<file path="src/rtl/tsmall_poly_gen_pkg.sv">
// ============================================================================
//  Module      : tsp_pkg
//  Description : Shared types, coefficient codes and helper function for the
//                SNTRUP ternary polynomial generator.
//  Revision    : 1.0 - initial release
// ============================================================================
`default_nettype none

package tsp_pkg;

    // Selects fixed-weight (SHORT) or independent ternary (SMALL) generation
    typedef enum logic {
        MODE_SHORT = 1'b0,
        MODE_SMALL = 1'b1
    } mode_e;

    typedef enum logic [3:0] {
        ST_IDLE    = 4'd0,
        ST_FILL    = 4'd1,
        ST_SH_DRAW = 4'd2,
        ST_SH_RDI  = 4'd3,
        ST_SH_RDJ  = 4'd4,
        ST_SH_WRI  = 4'd5,
        ST_SH_WRJ  = 4'd6,
        ST_SM_DRAW = 4'd7,
        ST_DONE    = 4'd8
    } state_e;

    // Two-bit ternary codes; sign-extended to the RAM word width on write
    typedef logic [1:0] coef_t;
    localparam coef_t COEF_POS  = 2'b01;
    localparam coef_t COEF_NEG  = 2'b11;
    localparam coef_t COEF_ZERO = 2'b00;

    // Ceiling log2, used to build the initial all-ones shuffle mask
    function automatic int clog2(input int unsigned value);
        int unsigned v;
        int          n;
        v = 1;
        n = 0;
        while (v < value) begin
            v = v << 1;
            n = n + 1;
        end
        return n;
    endfunction

endpackage

`default_nettype wire

</file>
<file path="src/rtl/tsmall_poly_gen_if.sv">
// ============================================================================
//  Module      : tsmall_poly_gen_if
//  Description : Control, random-source and RAM bus of the polynomial
//                generator.
//                master : generator side (consumes randomness, drives RAM)
//                slave  : environment side (source, RAM, controller)
//  Ports       : start/mode (control), rand_data/rand_valid/rand_ready
//                (random stream), mem_* (synchronous RAM), busy/done/weight
//                (status)
//  Revision    : 1.0 - initial release
// ============================================================================
`default_nettype none

interface tsmall_poly_gen_if #(
    parameter int ADDR_W = 11,
    parameter int COEF_W = 13,
    parameter int RAND_W = 32
) ();

    logic              start;
    logic              mode;
    logic [RAND_W-1:0] rand_data;
    logic              rand_valid;
    logic              rand_ready;
    logic [ADDR_W-1:0] mem_waddr;
    logic [COEF_W-1:0] mem_wdata;
    logic              mem_we;
    logic [ADDR_W-1:0] mem_raddr;
    logic [COEF_W-1:0] mem_rdata;
    logic              busy;
    logic              done;
    logic [ADDR_W-1:0] weight;

    modport master (
        input  start, mode, rand_data, rand_valid, mem_rdata,
        output rand_ready, mem_waddr, mem_wdata, mem_we, mem_raddr,
               busy, done, weight
    );

    modport slave (
        output start, mode, rand_data, rand_valid, mem_rdata,
        input  rand_ready, mem_waddr, mem_wdata, mem_we, mem_raddr,
               busy, done, weight
    );

endinterface

`default_nettype wire

</file>
<file path="src/rtl/tsmall_poly_gen_range_sampler.sv">
// ============================================================================
//  Module      : tsp_range_sampler
//  Description : Fisher-Yates index unit. Holds the descending index i, the
//                rejection mask (smallest 2^n-1 >= i) and the accepted
//                partner index j.
//  Ports       : clk, rst_n      - clock, async active-low reset
//                load_i          - set i = P-1 and the initial mask
//                draw_i          - a random word is consumed this cycle
//                step_i          - decrement i, narrowing the mask if needed
//                rand_i          - random word
//                accept_o        - (rand_i & mask) <= i
//                idx_o / sel_o   - current i / latched j
//  Revision    : 1.0 - initial release
// ============================================================================
`default_nettype none

module tsp_range_sampler
    import tsp_pkg::*;
#(
    parameter int P      = 757,
    parameter int ADDR_W = 11,
    parameter int RAND_W = 32
) (
    input  logic              clk,
    input  logic              rst_n,
    input  logic              load_i,
    input  logic              draw_i,
    input  logic              step_i,
    input  logic [RAND_W-1:0] rand_i,
    output logic              accept_o,
    output logic [ADDR_W-1:0] idx_o,
    output logic [ADDR_W-1:0] sel_o
);

    localparam logic [ADDR_W-1:0] c_mask_init = ADDR_W'((1 << clog2(P)) - 1);
    localparam logic [ADDR_W-1:0] c_idx_init  = ADDR_W'(P - 1);

    logic [ADDR_W-1:0] idx_q,  idx_d;
    logic [ADDR_W-1:0] mask_q, mask_d;
    logic [ADDR_W-1:0] sel_q,  sel_d;
    logic [RAND_W-1:0] w_cand;

    // Mask the full word so the comparison sees every bit above the mask as 0
    assign w_cand   = rand_i & RAND_W'(mask_q);
    assign accept_o = (w_cand <= RAND_W'(idx_q));
    assign idx_o    = idx_q;
    assign sel_o    = sel_q;

    always_comb begin
        idx_d  = idx_q;
        mask_d = mask_q;
        sel_d  = sel_q;
        if (load_i) begin
            idx_d  = c_idx_init;
            mask_d = c_mask_init;
        end else if (step_i) begin
            idx_d = idx_q - 1'b1;
            // Keep the mask the tightest 2^n-1 covering the new index
            if (idx_d == (mask_q >> 1)) begin
                mask_d = mask_q >> 1;
            end
        end
        if (draw_i && accept_o) begin
            sel_d = w_cand[ADDR_W-1:0];
        end
    end

    always_ff @(posedge clk or negedge rst_n) begin
        if (!rst_n) begin
            idx_q  <= '0;
            mask_q <= '0;
            sel_q  <= '0;
        end else begin
            idx_q  <= idx_d;
            mask_q <= mask_d;
            sel_q  <= sel_d;
        end
    end

endmodule

`default_nettype wire

</file>
<file path="src/rtl/tsmall_poly_gen.sv">
// ============================================================================
//  Module      : tsmall_poly_gen
//  Description : SNTRUP ternary polynomial generator. SHORT mode writes W
//                nonzero +-1 coefficients then Fisher-Yates shuffles the RAM;
//                SMALL mode writes independent uniform {-1,0,+1} values.
//  Ports       : clk    - clock, rising edge
//                rst_n  - asynchronous active-low reset
//                bus    - control, random stream, RAM and status signals
//  Revision    : 1.0 - initial release
// ============================================================================
`default_nettype none

module tsmall_poly_gen
    import tsp_pkg::*;
#(
    parameter int P      = 757,
    parameter int W      = 286,
    parameter int COEF_W = 13,
    parameter int ADDR_W = 11,
    parameter int RAND_W = 32
) (
    input  logic               clk,
    input  logic               rst_n,
    tsmall_poly_gen_if.master  bus
);

    localparam logic [ADDR_W-1:0] c_last_k = ADDR_W'(P - 1);
    localparam logic [ADDR_W:0]   c_weight = (ADDR_W+1)'(W);

    state_e            state_q;
    logic [ADDR_W-1:0] k_q;
    logic [ADDR_W-1:0] weight_q;
    logic [COEF_W-1:0] vi_q;
    logic              busy_q;
    logic              done_q;

    logic              w_accept;
    logic [ADDR_W-1:0] w_idx;
    logic [ADDR_W-1:0] w_sel;
    logic              w_load;
    logic              w_draw;
    logic              w_step;
    logic              w_k_lt_w;
    logic [1:0]        w_b;

    function automatic logic [COEF_W-1:0] sext(input coef_t c);
        return {{(COEF_W-2){c[1]}}, c};
    endfunction

    assign w_k_lt_w = ({1'b0, k_q} < c_weight);
    assign w_b      = bus.rand_data[1:0];
    assign w_load   = (state_q == ST_FILL) && bus.rand_valid && (k_q == c_last_k);
    assign w_draw   = (state_q == ST_SH_DRAW) && bus.rand_valid;
    assign w_step   = (state_q == ST_SH_WRJ);

    tsp_range_sampler #(
        .P      (P),
        .ADDR_W (ADDR_W),
        .RAND_W (RAND_W)
    ) u_sampler (
        .clk      (clk),
        .rst_n    (rst_n),
        .load_i   (w_load),
        .draw_i   (w_draw),
        .step_i   (w_step),
        .rand_i   (bus.rand_data),
        .accept_o (w_accept),
        .idx_o    (w_idx),
        .sel_o    (w_sel)
    );

    // Control FSM. busy/done are registered so busy falls exactly as done rises.
    always_ff @(posedge clk or negedge rst_n) begin
        if (!rst_n) begin
            state_q  <= ST_IDLE;
            k_q      <= '0;
            weight_q <= '0;
            vi_q     <= '0;
            busy_q   <= 1'b0;
            done_q   <= 1'b0;
        end else begin
            done_q <= 1'b0;
            case (state_q)
                ST_IDLE: begin
                    if (bus.start) begin
                        k_q      <= '0;
                        weight_q <= '0;
                        busy_q   <= 1'b1;
                        state_q  <= (mode_e'(bus.mode) == MODE_SMALL) ? ST_SM_DRAW : ST_FILL;
                    end
                end
                ST_FILL: begin
                    if (bus.rand_valid) begin
                        if (w_k_lt_w) begin
                            weight_q <= weight_q + 1'b1;
                        end
                        if (k_q == c_last_k) begin
                            // A one-coefficient polynomial has nothing to shuffle
                            if (P == 1) begin
                                busy_q  <= 1'b0;
                                done_q  <= 1'b1;
                                state_q <= ST_DONE;
                            end else begin
                                state_q <= ST_SH_DRAW;
                            end
                        end else begin
                            k_q <= k_q + 1'b1;
                        end
                    end
                end
                ST_SH_DRAW: begin
                    if (bus.rand_valid && w_accept) begin
                        state_q <= ST_SH_RDI;
                    end
                end
                ST_SH_RDI: state_q <= ST_SH_RDJ;
                ST_SH_RDJ: begin
                    vi_q    <= bus.mem_rdata;
                    state_q <= ST_SH_WRI;
                end
                ST_SH_WRI: state_q <= ST_SH_WRJ;
                ST_SH_WRJ: begin
                    // i is about to become i-1; finish once it reaches 0
                    if (w_idx == ADDR_W'(1)) begin
                        busy_q  <= 1'b0;
                        done_q  <= 1'b1;
                        state_q <= ST_DONE;
                    end else begin
                        state_q <= ST_SH_DRAW;
                    end
                end
                ST_SM_DRAW: begin
                    if (bus.rand_valid && (w_b != 2'b11)) begin
                        if (w_b != 2'b00) begin
                            weight_q <= weight_q + 1'b1;
                        end
                        if (k_q == c_last_k) begin
                            busy_q  <= 1'b0;
                            done_q  <= 1'b1;
                            state_q <= ST_DONE;
                        end else begin
                            k_q <= k_q + 1'b1;
                        end
                    end
                end
                ST_DONE: state_q <= ST_IDLE;
                default: state_q <= ST_IDLE;
            endcase
        end
    end

    // RAM port decode. Fill/draw writes happen in the cycle the word is
    // consumed, so the write strobe follows rand_valid combinationally.
    always_comb begin
        bus.rand_ready = 1'b0;
        bus.mem_we     = 1'b0;
        bus.mem_waddr  = '0;
        bus.mem_wdata  = '0;
        bus.mem_raddr  = '0;
        case (state_q)
            ST_FILL: begin
                bus.rand_ready = 1'b1;
                if (bus.rand_valid) begin
                    bus.mem_we    = 1'b1;
                    bus.mem_waddr = k_q;
                    if (w_k_lt_w) begin
                        bus.mem_wdata = bus.rand_data[0] ? sext(COEF_NEG) : sext(COEF_POS);
                    end else begin
                        bus.mem_wdata = sext(COEF_ZERO);
                    end
                end
            end
            ST_SH_DRAW: bus.rand_ready = 1'b1;
            ST_SH_RDI:  bus.mem_raddr  = w_idx;
            ST_SH_RDJ:  bus.mem_raddr  = w_sel;
            ST_SH_WRI: begin
                bus.mem_we    = 1'b1;
                bus.mem_waddr = w_idx;
                bus.mem_wdata = bus.mem_rdata;
            end
            ST_SH_WRJ: begin
                bus.mem_we    = 1'b1;
                bus.mem_waddr = w_sel;
                bus.mem_wdata = vi_q;
            end
            ST_SM_DRAW: begin
                bus.rand_ready = 1'b1;
                if (bus.rand_valid && (w_b != 2'b11)) begin
                    bus.mem_we    = 1'b1;
                    bus.mem_waddr = k_q;
                    case (w_b)
                        2'b01:   bus.mem_wdata = sext(COEF_POS);
                        2'b10:   bus.mem_wdata = sext(COEF_NEG);
                        default: bus.mem_wdata = sext(COEF_ZERO);
                    endcase
                end
            end
            default: ;
        endcase
    end

    assign bus.busy   = busy_q;
    assign bus.done   = done_q;
    assign bus.weight = weight_q;

endmodule

`default_nettype wire

</file>
<file path="src/flat_wrapper.sv">
// flat-port wrapper written by rule: the top's interface ports become plain ports
module tsmall_poly_gen_flat import tsp_pkg::*;
#(
    parameter int P      = 757,
    parameter int W      = 286,
    parameter int COEF_W = 13,
    parameter int ADDR_W = 11,
    parameter int RAND_W = 32
)
  (clk, rst_n, bus_start, bus_mode, bus_rand_data, bus_rand_valid, bus_mem_rdata, bus_rand_ready, bus_mem_waddr, bus_mem_wdata, bus_mem_we, bus_mem_raddr, bus_busy, bus_done, bus_weight);
  tsmall_poly_gen_if #(.ADDR_W(ADDR_W), .COEF_W(COEF_W), .RAND_W(RAND_W)) bus_i ();
  input  logic clk;
  input  logic rst_n;
  input wire logic [$bits(bus_i.start)-1:0] bus_start;
  input wire logic [$bits(bus_i.mode)-1:0] bus_mode;
  input wire logic [$bits(bus_i.rand_data)-1:0] bus_rand_data;
  input wire logic [$bits(bus_i.rand_valid)-1:0] bus_rand_valid;
  input wire logic [$bits(bus_i.mem_rdata)-1:0] bus_mem_rdata;
  output wire logic [$bits(bus_i.rand_ready)-1:0] bus_rand_ready;
  output wire logic [$bits(bus_i.mem_waddr)-1:0] bus_mem_waddr;
  output wire logic [$bits(bus_i.mem_wdata)-1:0] bus_mem_wdata;
  output wire logic [$bits(bus_i.mem_we)-1:0] bus_mem_we;
  output wire logic [$bits(bus_i.mem_raddr)-1:0] bus_mem_raddr;
  output wire logic [$bits(bus_i.busy)-1:0] bus_busy;
  output wire logic [$bits(bus_i.done)-1:0] bus_done;
  output wire logic [$bits(bus_i.weight)-1:0] bus_weight;
  assign bus_i.start = bus_start;
  assign bus_i.mode = bus_mode;
  assign bus_i.rand_data = bus_rand_data;
  assign bus_i.rand_valid = bus_rand_valid;
  assign bus_i.mem_rdata = bus_mem_rdata;
  assign bus_rand_ready = bus_i.rand_ready;
  assign bus_mem_waddr = bus_i.mem_waddr;
  assign bus_mem_wdata = bus_i.mem_wdata;
  assign bus_mem_we = bus_i.mem_we;
  assign bus_mem_raddr = bus_i.mem_raddr;
  assign bus_busy = bus_i.busy;
  assign bus_done = bus_i.done;
  assign bus_weight = bus_i.weight;
  tsmall_poly_gen #(.P(P), .W(W), .COEF_W(COEF_W), .ADDR_W(ADDR_W), .RAND_W(RAND_W)) u_core (.clk(clk), .rst_n(rst_n), .bus(bus_i));
endmodule
</file>
<file path="config.mk">
export PLATFORM = sky130hd
export DESIGN_NAME = tsmall_poly_gen_flat
export DESIGN_NICKNAME = d
export VERILOG_FILES = /design/src/rtl/tsmall_poly_gen_pkg.sv /design/src/rtl/tsmall_poly_gen_if.sv /design/src/rtl/tsmall_poly_gen_range_sampler.sv /design/src/rtl/tsmall_poly_gen.sv /design/src/flat_wrapper.sv
export SDC_FILE = /design/constraint.sdc
export NUM_CORES = 1
export LEC_CHECK = 0
export BUFFER_PORTS_ARGS = -buffer_cell sky130_fd_sc_hd__buf_2
export CORE_AREA = 2 2 118 120
export CTS_BUF_LIST = sky130_fd_sc_hd__clkbuf_8 sky130_fd_sc_hd__clkbuf_16
export DETAILED_ROUTE_END_ITERATION = 7
export DIE_AREA = 0 0 120 122
export PLACE_DENSITY = 0.63
export SYNTH_ARGS = -nofsm -noshare
export SYNTH_HDL_FRONTEND = slang
export SYNTH_SLANG_ARGS = --single-unit
</file>
<file path="constraint.sdc">
create_clock -name clk -period 3.5 [get_ports clk]
set_clock_uncertainty 0.1 [all_clocks]
set_input_delay 0.35 -clock clk [delete_from_list [all_inputs] [get_ports clk]]
set_output_delay 0.35 -clock clk [all_outputs]
set_load 0.02 [all_outputs]
</file>
[Yosys cells after proc, flatten, opt, wreduce, memory -nomap -nowiden]
Index checks and enable logic that the tools add are counted.
Storage, ports and cells
  register bits after elaboration: 74
  bits of input ports: 50
Operators by class
  add/subtract/negate cells: 3
  magnitude comparators: 2
  equality and inequality tests: 22
  muxes and demuxes: 47
  bitwise operators: 1
  reduce and logical (&&, ||, !) cells: 19
Operator list (number)
  2-to-1 mux 11 bit: 15
  case mux 11 bit (3 select lines): 2
  2-to-1 mux 13 bit: 4
  case mux 13 bit (4 select lines): 1
  case mux 11 bit (4 select lines): 1
  AND 32 x 11 -> 32 bit: 1
  less-or-equal comparator 32 x 11 -> 1 bit: 1
  case mux 4 bit (8 select lines): 1
  2-to-1 mux 4 bit: 7
  case mux 13 bit (2 select lines): 1
  adder 11 x 1 -> 11 bit, second input constant: 2
  case mux 11 bit (2 select lines): 1
  equality test 4 x 3 -> 1 bit, second input constant: 4
  AND reduction 6 bit: 2
  equality test 11 x 1 -> 1 bit, second input constant: 1
  equality test 11 x 10 -> 1 bit: 1
  equality test 11 x 10 -> 1 bit, second input constant: 1
  < comparator 11 x 9 -> 1 bit, second input constant: 1
  subtractor 11 x 1 -> 11 bit, second input constant: 1
  2-to-1 mux 1 bit: 10
  inequality test 2 x 1 -> 1 bit, second input constant: 5
  inequality test 2 bit, second input constant: 5
  equality test 4 x 2 -> 1 bit, second input constant: 2
  logical AND 1 bit: 6
  other kinds (14): 18

[Depth between registers and ports, before layout]
  word-level depth: 5
  mapped depth: 10

[Cells and area by module]
From an unflattened synthesis, not the netlist that was laid out.
Unflattened totals
  cells, all modules: 502
  area total of the unflattened synthesis: 4760.8 um2
Modules (own cells, without submodules)
  tsmall_poly_gen: instances 1, cells an instance 301, area an instance 2767.7 um2
  tsp_range_sampler: instances 1, cells an instance 201, area an instance 1993.2 um2

[Worst setup path after synthesis]
Ideal clock, no wire load.
  path kind: register -> register
  start point: register u_core.u_sampler.idx_q[4], in the netlist u_core.u_sampler.idx_o[4]
  end point: register u_core.u_sampler.sel_q[2], in the netlist u_core.u_sampler.sel_o[2]
  setup time: 0.127 ns
  arrival time: 2.489 ns
  required time: 3.273 ns
  setup slack: 0.784 ns
  cell stages (with the launch flop): 11
  buffers on the path: 2
  period minus slack after synthesis: 2.716 ns
  cell sequence: dfrtp_1 > buf_1 > inv_1 > ha_1 > nand4_1 > or4_1 > nand2_1 > a31oi_1 > nand2b_1 > clkbuf_1 > mux2_1
On the way
  cells in the longest elaborated chain, start to end: 2
Ends and longest elaborated chain
  start: declaration: RTL line tsmall_poly_gen_range_sampler.sv:38  | logic [ADDR_W-1:0] idx_q, idx_d;
  start signal: assignment: RTL line tsmall_poly_gen_range_sampler.sv:74  | idx_q <= idx_d;
  less-or-equal comparator 32 x 11 -> 1 bit: RTL line tsmall_poly_gen_range_sampler.sv:45  | assign accept_o = (w_cand <= RAND_W'(idx_q));
  logical AND 1 bit: RTL line tsmall_poly_gen_range_sampler.sv:63  | if (draw_i && accept_o) begin
  end signal: assignment: RTL line tsmall_poly_gen_range_sampler.sv:76  | sel_q <= sel_d;
  end: declaration: RTL line tsmall_poly_gen_range_sampler.sv:40  | logic [ADDR_W-1:0] sel_q, sel_d;
Every way passes these cells.
A chain may end at the register's enable or synchronous reset.

[Worst setup path in the final report]
  start point: register u_core.state_q[0]
  end point: output bus_mem_wdata[4]
On the way
  cells in the longest elaborated chain, start to end: 2
  elaborated cells between the ends (all ways): 5
Ends and longest elaborated chain
  start: declaration: RTL line tsmall_poly_gen.sv:30  | state_e state_q;
  start signal: assignment: RTL line tsmall_poly_gen.sv:89  | state_q <= (mode_e'(bus.mode) == MODE_SMALL) ? ST_SM_DRAW : ST_FILL;
  equality test 4 x 3 -> 1 bit / equality test 4 x 1 -> 1 bit (equally long branches): RTL line tsmall_poly_gen.sv:160  | case (state_q)
  case mux 13 bit (4 select lines) *: RTL line tsmall_poly_gen.sv:160
  end: declaration: RTL line flat_wrapper.sv:21  | output wire logic [$bits(bus_i.mem_wdata)-1:0] bus_mem_wdata;
Every way passes the cells marked *; elsewhere a longest branch is shown, timed or not.

==> impl.org <==
** Floorplanning
- The floorplan step defined a die boundary enclosing 14640 um2.
- The floorplan has 43 rows.
- After floorplanning, the core was sized to cover 13500 um2.
- For this configuration, the core starts out at a cell density of 33.90%.
- From left edge to right edge, the die measures 120 um.
- I/O pin cnt :: 100
- The die is 122 um tall.

** Timing
- Share of the cycle needed by the critical path after routing :: 86.05%
- Setup violations, final :: 0
- The worst pin sits at a relative slew slack of 25.47%.
- Slew of the pin with the lowest slew margin :: 1.118 ns
- Setup repair after global routing left no endpoint under its margin.
- Min cycle time layout :: 3.012 ns
- Final hold vios :: 0
- Sum of negative setup slack :: 0 ns
- Static timing analysis puts the maximum clock frequency at 332.0 MHz.
- The number of max-slew violations in the final report came to 0.

** Worst setup path
- The endpoint identified for the worst register-to-register timing path is u_core.u_sampler.sel_o[2].
- For this design, the slowest cell found on the critical path is dfrtp_1.
- Worst r2r src :: u_core.u_sampler.idx_o[5]
- STA classifies the critical path startpoint as a flop.
- In this design, the stage delay of the slowest critical-path cell is 0.57 ns.
- Worst reg2reg path depth :: 8
- Data on the critical path is required at its endpoint by 3.05 ns.
- Critical path fanouts, max :: 12
- The critical path in this run is classified as reg2out.
- Cells along the critical path :: inv_1 -> nor4_1 -> buf_4 -> nand2_1 -> o32ai_1 -> buf_4 -> a221o_1 -> buf_2
- Reg-to-reg slack, setup :: 0.57 ns
- Data arrives at the worst endpoint at 2.56 ns.
- Kind of capture point of the worst setup path :: output pin
- Cell type with the highest occurrence count on the critical path :: buf_4

** Power
- Worst-case vdd ir drop :: 0.0002961 V
- Clock share of power :: 22.6%
- Leak :: 2.688 nW
- In this run, flip-flops and latches consume 32.9% of the power.
- Pwr per Cell Area :: 709.0 nW/um2
- The internal power of the cells totals 2.228 mW.
- The share of total power dissipated in combinational logic is 44.5%.
- The analysis attributes to net switching a power of 1.651 mW.
- Fraction of power spent switching nets :: 42.56%

** Synth
- Dominant synthesized flop cell :: dfrtp_1
- Yosys mapped a number of flops with a built-in enable equal to 0.
- Averaged over all synthesized cells, the footprint is 9.479 um2.
- Synthesis warning total :: 0
- Post-synthesis instance area :: 4578 um2
- Syn_nets :: 551
- Fraction of registers with async set/reset :: 100.0%
- Yosys mapped the design onto 66 distinct sky130hd cell types.
- After synthesis the netlist holds a flip-flop and latch count of 72.
- Post-synthesis cell count :: 483
- Summing the sequential cell areas from Yosys gives 39.36% of the chip area.

** Clock network
- Clk Latency, worst-skew pair :: 0.34 ns
- Clock tree buffer depth :: 2
- TritonCTS built the clock tree.
- Clock slew at the register clock pins of the worst setup and hold paths :: 0.06 ns
- Buffers inserted during post-CTS setup optimization :: 0
- CTS saw 72 sinks.
- Number of buffers added to fix hold violations after cts :: 0
- Post-CTS Resized :: 0
- Root buf cell :: clkbuf_16
- Counting the buffers created by CTS gives 9.
- H-tree levels :: 3

** Placement
- Number of port buffers :: 77
- Detailed placement ended at an HPWL of 9320 um.
- Gpl congestion :: 0.9110

** Finish
- ANT cells :: 0
- Of the cells placed in the final design, the portion with a size suffix greater than 1 is 24.15%.
- Sequential cell area :: 1802 um2
- The area growth from synthesis to layout is 19.51%.
- Post-layout net count :: 622
- Final design utilization :: 40.52%
- # fillers :: 1310
- Multi-input gate area :: 2519 um2

** Global routing
- The number of global-route vias before repair is 3829.
- Global routing used 17.35% of the available tracks.
- Entering global routing, the biggest net connects 48 pins.
- First-pass GRT wire length :: 19830 um
- Global route total overflow :: 0
- Number of antenna violations at the first check in global routing :: 0

** Drt
- Number of antenna-violating nets in the routed design :: 0
- Final routed DRC violation total :: 0
- The first detailed-routing pass took 6 iterations.
- The routed design has 12460 um of wire.
- The detailed router placed 4049 vias in this run.
- Starting DRC count in detailed routing :: 319
- Dividing the detail-routed wire length by the instance count gives 16.86 um.
- DR vias/cell :: 5.479

** Run status
- The run finished with clean final reports.

** Min path
- The worst hold path belongs to the class in2async.

** Run
- Maximum capacitance violations :: 0
[worst max-delay path by stage]
| stage | depth (start not counted) | end | from |
|---|---|---|---|
| 4_1_cts | 8 | bus_mem_wdata[5] | u_core.state_q[0] |
| 3_5_place_dp | 8 | u_core.u_sampler.sel_o[2] | u_core.u_sampler.idx_o[5] |
| 2_1_floorplan | 10 | u_core.u_sampler.sel_o[2] | u_core.u_sampler.idx_o[4] |
| 3_3_place_gp | 8 | u_core.u_sampler.sel_o[7] | u_core.u_sampler.idx_o[5] |
| 6_report | 8 | bus_mem_wdata[4] | u_core.state_q[0] |
| 5_1_grt | 8 | bus_mem_wdata[4] | u_core.state_q[0] |
[cell families after synthesis]
kind of cell	Yosys count	synth area share, %
flip-flops	72	39.36
multiplexers	33	7.844
adder cells (fa/ha/maj)	18	4.919
XOR/XNOR	28	5.357
AND/OR/NAND/NOR	157	18.53
buffers and inverters	66	5.958
AO/OA/AOI/OAI	109	18.04
[synth_stat cells (all sizes together) (2+ instances only)]
master	instances	area (um2)
a21o	3	22.52
o22a	3	26.28
or4	4	33.78
nor3	10	50.05
and2	10	62.56
a22o	11	96.34
inv	30	112.6
and4b	2	20.02
nand4	6	37.54
nor2	45	176.4
ha	18	225.2
a31oi	5	31.28
o211ai	3	22.52
nor4	9	71.32
buf	9	58.80
a211o	2	17.52
a32o	2	20.02
o31ai	3	22.52
dfrtp	72	1802
a21boi	3	22.52
nor3b	3	27.52
nor4b	2	17.52
or3	4	25.02
a211oi	3	22.52
a21oi	17	85.08
and3	6	37.54
clkbuf	27	101.4
a222oi	10	100.1
nor2b	4	25.02
o21ai	18	90.08
mux2	23	259.0
xor2	10	87.58
nand3	13	65.06
xnor2	18	157.7
mux2i	10	100.1
a221o	12	120.1
a22oi	2	15.01
nor4bb	3	30.03
nand2	28	105.1
nand2b	3	18.77
o41ai	2	17.52
[flip-flops by register name, indices dropped and copies added (netlist names)]
name / count
u_core.u_sampler.idx_o: 11
u_core.bus.done: 1
u_core.vi_q: 13
u_core.bus.busy: 1
u_core.k_q: 11
u_core.u_sampler.mask_q: 10
u_core.bus.weight: 11
u_core.u_sampler.sel_o: 10
u_core.state_q: 4
[critical path, delay by kind of cell (launching register included)]
| kind | cells | cell delay, ns |
|---|---|---|
| compound gates | 2 | 0.49 |
| flops | 1 | 0.57 |
| buf+inv | 4 | 0.78 |
| simple gates | 2 | 0.39 |
[power by group through the flow]
stage | registers (mW) | clock network [mW] | logic, mW
after global placement | 1.27 | 0 | 1.69
after floorplan | 1.15 | 0 | 1.33
after detailed placement | 1.28 | 0 | 1.73
final | 1.28 | 0.877 | 1.73
after global routing | 1.31 | 0.925 | 1.89
after CTS | 1.27 | 0.893 | 1.73
[layout by cell type (no fill, tap or decap), drive strengths merged, types with 11 or more instances in the layout]
cell / n
ha: 18
nand3: 13
o21ai: 18
xnor2: 18
a21oi: 17
inv: 31
mux2: 23
nor2: 45
clkbuf: 11
a221o: 12
a22o: 11
buf: 96
dfrtp: 72
nand2: 28
[stage by stage]
stage,setup slack (ns),power (mW),hold slack (ns),area [um2],cells
3_3_place_gp,0.6522,2.962,0.3676,5186,723
3_5_place_dp,0.6125,3.009,0.3805,5186,723
6_report,0.4881,3.879,0.1212,5472,739
5_1_grt,0.2762,4.127,0.1546,5472,739
2_1_floorplan,0.7836,2.472,-0.04559,4578,483
4_1_cts,0.4646,3.899,0.1346,5472,739
[per-layer routing]
metal / up-vias / global-route usage [%] / wire [um]
li1: 1910 / - / -
met1: 1974 / 22.97 / 5587
met2: 142 / 28.02 / 5907
met3: 23 / 2.200 / 629
met4: 0 / 8.676 / 333
met5: - / 0 / 0
[area by class of cell]
type	count	area share (%)
timing repair buffer	96	9.650
clock buffer	11	4.619
multi-input combinational	345	46.03
tap	180	4.116
clock inverter	5	0.5946
sequential	72	32.93
inverter	30	2.058
No activity file was read; power rests on OpenSTA's default activity.
